## src/rtl/scan_code_ctrl.sv

```systemverilog
// scan_code_ctrl: tracks the PS/2 byte stream and acts on key releases (F0 xx).
// Each released code goes out on conv_code to an external converter. The
// converter result is sampled in CONVERT. One cycle later, a digit is
// shifted into the history buffer, or a non-digit key raises err_key.
module scan_code_ctrl #(
    parameter int unsigned NUM_DIGITS = 4,
    parameter logic [7:0]  BREAK_CODE = 8'hF0,
    parameter logic [7:0]  EXT_CODE   = 8'hE0,
    parameter int unsigned COUNT_W    = 8
) (
    input  logic                    clk,
    input  logic                    rst,
    input  logic                    code_ready,
    input  logic [7:0]              scan_code_in,
    output logic [7:0]              conv_code,
    input  logic [3:0]              conv_digit,
    output logic [4*NUM_DIGITS-1:0] digits,
    output logic                    digit_valid,
    output logic                    err_key,
    output logic [COUNT_W-1:0]      key_count
);

    typedef enum logic [1:0] {
        IDLE,
        BREAK,
        CONVERT
    } state_t;

    state_t     r_state;
    state_t     w_state_nxt;
    logic       r_ext;
    logic       w_ext_nxt;
    logic       w_load_code;
    logic       r_pend;
    logic [3:0] r_sample;
    logic       w_commit;
    logic       w_reject;

    // State register and extended-prefix flag
    always_ff @(posedge clk) begin
        if (!rst) begin
            r_state <= IDLE;
            r_ext   <= 1'b0;
        end else begin
            r_state <= w_state_nxt;
            r_ext   <= w_ext_nxt;
        end
    end

    // Next-state decode: prefixes are absorbed, a released code is latched for conversion
    always_comb begin
        w_state_nxt = r_state;
        w_ext_nxt   = r_ext;
        w_load_code = 1'b0;
        case (r_state)
            IDLE: begin
                if (code_ready) begin
                    if (scan_code_in == EXT_CODE) begin
                        w_ext_nxt = 1'b1;
                    end else if (scan_code_in == BREAK_CODE) begin
                        w_state_nxt = BREAK;
                    end else begin
                        w_ext_nxt = 1'b0;
                    end
                end
            end
            BREAK: begin
                if (code_ready) begin
                    if (scan_code_in == BREAK_CODE) begin
                        w_state_nxt = BREAK;
                    end else if (scan_code_in == EXT_CODE) begin
                        w_ext_nxt = 1'b1;
                    end else if (r_ext) begin
                        w_ext_nxt   = 1'b0;
                        w_state_nxt = IDLE;
                    end else begin
                        w_load_code = 1'b1;
                        w_state_nxt = CONVERT;
                    end
                end
            end
            CONVERT: begin
                w_ext_nxt   = 1'b0;
                w_state_nxt = IDLE;
            end
            default: begin
                w_state_nxt = IDLE;
            end
        endcase
    end

    // The result sampled in CONVERT is acted on one cycle later. This puts the
    // outputs two edges after the final byte. It also lets the FSM already be
    // back in IDLE for the next byte.
    assign w_commit = r_pend && (r_sample <= 4'd9);
    assign w_reject = r_pend && (r_sample > 4'd9);

    // Datapath: converter drive, result sample, history shift, counter and pulses
    always_ff @(posedge clk) begin
        if (!rst) begin
            conv_code   <= '0;
            r_pend      <= 1'b0;
            r_sample    <= '0;
            digits      <= '1;
            digit_valid <= 1'b0;
            err_key     <= 1'b0;
            key_count   <= '0;
        end else begin
            if (w_load_code) begin
                conv_code <= scan_code_in;
            end
            r_pend <= (r_state == CONVERT);
            if (r_state == CONVERT) begin
                r_sample <= conv_digit;
            end
            digit_valid <= w_commit;
            err_key     <= w_reject;
            if (w_commit) begin
                digits    <= {digits[4*NUM_DIGITS-5:0], r_sample};
                key_count <= key_count + COUNT_W'(1);
            end
        end
    end

endmodule

```

## config.mk

```make
export PLATFORM = sky130hd
export DESIGN_NAME = scan_code_ctrl
export DESIGN_NICKNAME = d
export VERILOG_FILES = /design/src/rtl/scan_code_ctrl.sv
export SDC_FILE = /design/constraint.sdc
export NUM_CORES = 1
export LEC_CHECK = 0
export ABC_AREA = 1
export BUFFER_PORTS_ARGS = -buffer_cell sky130_fd_sc_hd__clkbuf_2
export CAP_MARGIN = 15
export CORE_ASPECT_RATIO = 1.4
export CORE_UTILIZATION = 25
export CTS_CLUSTER_SIZE = 25
export DETAILED_ROUTE_END_ITERATION = 12
export PLACE_DENSITY = 0.41
export SETUP_SLACK_MARGIN = 0.5
export SYNTH_ARGS = -nofsm -noshare
export SYNTH_HDL_FRONTEND = slang
export SYNTH_SLANG_ARGS = --single-unit
```

## constraint.sdc

```tcl
create_clock -name clk -period 1.2 [get_ports clk]
set_input_delay 0.06 -clock clk [delete_from_list [all_inputs] [get_ports clk]]
set_output_delay 0.06 -clock clk [all_outputs]
set_load 0.05 [all_outputs]
```

* After elaboration in Yosys (flattened, before gate mapping) *
Index checks and enable logic that the tools add are counted.

operators by class
  add/sub/neg operators = 1
  magnitude comparators = 2
  equal/unequal tests = 11
  muxes and demuxes = 20
  reduce and logical (&&, ||, !) cells = 6

operators by type and width
  kind                 number
  $eq 8x8->1 const B   2
  $mux 2               7
  $mux 1               11
  $ne 2x2->1 const B   5
  $reduce_and 5->1     2
  $add 8x1->8 const B  1
  $ne 3x3->1 const B   2
  $gt 4x4->1 const B   1
  $le 4x4->1 const B   1
  $pmux 2 s2           1
  $pmux 1 s3           1
  $reduce_bool 3->1    1
  $eq 2x1->1 const B   1
  $eq 2x2->1 const B   1
  $logic_and 1x1->1    2
  $logic_not 2->1      1

word-level totals
  register bits = 42
  bits of input ports = 15
  output and inout port bits = 34

* Longest topological paths before layout *
  depth in word-level cells = 5
  gate-level depth with buffers = 8

* Least setup slack after synthesis *
No wires, ideal clock.

  path type = reg-to-reg
  start point = register key_count[1]
  end point = register key_count[4]
  arrival time = 1,365 ps
  data required time = 1,080 ps
  slack = -285 ps
  cell stages (with the launch flop) = 6
  period minus slack after synthesis = 1,485 ps
  path through = dfxtp_1 > ha_1 > nand3_1 > nor2_4 > xnor2_1 > nor2_1

between the ends
  word-level cells in the longest chain between the ends = 1

RTL lines
  what                    RTL line  text
  from (decl)             20        output logic [COUNT_W-1:0] key_count
  from (signal assigned)  120       key_count <= key_count + COUNT_W'(1);
  $add 8x1->8             120

No other way between the ends.
A chain may end at the register's enable or synchronous reset.

* Worst setup path after layout *
  start point = register r_sample[1]
  end point = register key_count[5]

between the ends
  word-level cells in the longest chain between the ends = 2

RTL lines
  what                    RTL line  text
  from (decl)             35        logic [3:0] r_sample;
  from (signal assigned)  114       r_sample <= conv_digit;
  $le 4x4->1              95        assign w_commit = r_pend && (r_sample <= 4'd9);
  $logic_and 1x1->1       95

No other way between the ends.

==> impl_metrics.json <==
{
  "grt_util_met3_pct": 2.93,
  "arrival_ns": 1.39,
  "setup_tns_ns": 0,
  "first_pass_iters": 4,
  "fin_crit_ns": 1.15,
  "leakage_nw": 1.53,
  "clk_latency_ns": 0.29,
  "placed_cells": 382,
  "wl_per_cell_um": 12.3,
  "cp_top_family": "simple AND/OR/NAND/NOR gates",
  "synth_cell_types": 27,
  "met1_usage_pct": 15.2,
  "max_slew_margin_pct": 84.4,
  "crit_buf_inv": 2,
  "rsz0062_at_grt": "yes",
  "cts-buffers-inserted": 5,
  "gr-total-overflow": 0,
  "grt_use_met2_pct": 28.1,
  "grt_max_degree": 20,
  "hpwl_um": 3270,
  "cts.path.max_buffers": 2,
  "drive_above_1_share_pct": 59.8,
  "initial_core_util_pct": 26.0,
  "die_x_um": 74.2,
  "maxCapViolCount": 0,
  "setup_violations": 0,
  "syn-num-nets": 253,
  "grt_pass1_wl_um": 8250,
  "antenna_left": 0,
  "worst-endpoint-required_ns": 1.43,
  "grt_pass1_vias": 1771,
  "critical-path-max-stage-delay_ns": 0.34,
  "grt.busiest_layer": "met2",
  "cts_tree": "done",
  "row_count": 36,
  "yosysWarnings": 0,
  "critPathSlowestCell": "dfxtp_2",
  "ios": 49,
  "fmax_mhz": 866,
  "ys_seq_area_share_pct": 46.0,
  "layout.cells.non_filler": 426,
  "synthesis.area_um2": 1830,
  "mostFrequentLayoutCells": "nand2_1 (46), buf_4 (32), dfxtp_2 (26)",
  "p_per_area_nw_per_um2": 830,
  "synth.ff_latch_count": 42,
  "drtIter0Drc": 42,
  "utilization_pct": 48.8,
  "outcome": "finished clean",
  "fin_crit_sh_pct": 96.2,
  "peakVddDrop_mv": 0.458,
  "crit_type": "flop to flop",
  "finalClockSkew_ns": 0.00516,
  "worstSetupStartpointType": "flop",
  "hold_viol": 0,
  "clk_pin_slew_ns": 0.08,
  "fill_cells": 696,
  "syn2layout_area_growth_pct": 87.6,
  "drc_errors": 0,
  "avgSynthCellArea_um2": 7.71,
  "tightest_slew_ns": 0.234,
  "final_common_cell": "nand2_1",
  "critPathMaxFanout": 6,
  "num_antenna_cells": 0,
  "portBuffers": 48,
  "htreeDepth": 2,
  "die-area_um2": 7660,
  "root_buffer": "clkbuf_8",
  "slew_violations": 0,
  "via_per_inst": 4.24,
  "crit_chain": "o21ai_4, nand2_4, buf_12, nor2_8, nand2_2, nand2_1, inv_1, nor2_1",
  "fp.coreArea_um2": 7030,
  "final_net_count": 346,
  "wirelength_um": 5260,
  "die_h_um": 103,
  "hp-class": "input pin to flop",
  "grt_use_total_pct": 14.5,
  "end_kind": "flop",
  "cts_sinks": 42,
  "vias": 1808,
  "gp_congestion": 0.719,
  "synth_cells": 237,
  "antenna_found_initial": 0
}
==> final cells by class <==
class                           count  area, µm²  area share [%]
Clock buffer                        6       93.8            2.74
Clock inverter                      2       10.0           0.292
Inverter                           31        131            3.83
Multi-Input combinational cell    158       1010            29.4
Sequential cell                    42        922            26.9
Tap cell                           95        119            3.47
Timing Repair Buffer               92       1140            33.4
==> flip-flops by register name, summed over array words and instances, names as in the netlist <==
name and cells:
err_key 1, conv_code 8, key_count 8, r_sample 4
digit_valid 1, r_pend 1, r_ext 1, digits 16
r_state 2
==> synthesized netlist by cell type <==
cell,n,area [µm²]
nand2_1,54,203
dfxtp_1,42,841
nor2_1,30,113
inv_1,27,101
nand3_1,27,135
o21ai_0,8,40.0
nor2_4,7,78.8
a21oi_1,6,30.0
inv_2,4,15.0
nand2_2,4,25.0
o21ai_1,4,20.0
buf_6,3,33.8
nand2_4,3,33.8
clkbuf_1,2,7.51
nand4_1,2,12.5
nor2_2,2,12.5
nor2_8,2,40.0
a22o_1,1,8.76
a31oi_1,1,6.26
and3_1,1,6.26
buf_2,1,5.00
buf_4,1,7.51
ha_1,1,12.5
nor3_1,1,5.00
o21ai_2,1,8.76
o21ai_4,1,16.3
xnor2_1,1,8.76
==> cell families after synthesis <==
logic type	Yosys count	share of synthesized area, %
xor+xnor	1	0.480
buf+inv	38	9.31
fa+ha+maj	1	0.685
compound gates	22	7.12
simple gates	133	36.4
flops	42	46.0
==> worst paths after layout <==
kind                               startpoint      endpoint  slack, ns  cells after the start
worst max register to register    r_sample[1]  key_count[5]       0.05                      8
worst max-delay path              r_sample[1]  key_count[5]       0.05                      8
worst min register to register    r_sample[0]     digits[0]       0.46                      2
worst min-delay path            conv_digit[3]   r_sample[3]       0.01                      2
==> worst reg2reg max path, stage by stage, from the launching register on <==
cell and delay (ns):
dfxtp_2 0.34, o21ai_4 0.17, nand2_4 0.11, buf_12 0.17
nor2_8 0.10, nand2_2 0.05, nand2_1 0.05, inv_1 0.03
nor2_1 0.08
==> per-stage QoR <==
stage                     area, µm²  setup WS (ns)  hold WS [ns]  power, mW
after floorplan                1920          0.115         0.179       1.65
after global placement         2320         0.0810         0.275       1.74
after detailed placement       2320         0.0618         0.279       1.74
after CTS                      3190         0.0584     -0.000855       2.87
after global routing           3430        -0.0161        0.0192       2.97
final                          3430         0.0455        0.0143       2.84
==> timing repair <==
action,in CTS,in global routing
pin swaps,10,11
hold buffers,3,0
gates cloned,2,1
endpoints found under the setup margin,75,76
gates resized for setup,125,57
setup buffers,22,8
endpoints found under the hold margin,4,0
==> layer usage <==
metal  wire (µm)  share of wire [%]
met1        1990                 38
met2        3020                 57
met3         159                3.0
met4          89                1.7
met5           0                  0
==> report_power, final <==
group,switching (mW),total [mW],internal [mW]
Clock,0.511,1.04,0.529
Combinational,0.219,0.384,0.166
Sequential,0.0242,1.42,1.39
Total,0.753,2.84,2.09
(Power assumes the default switching activity.)
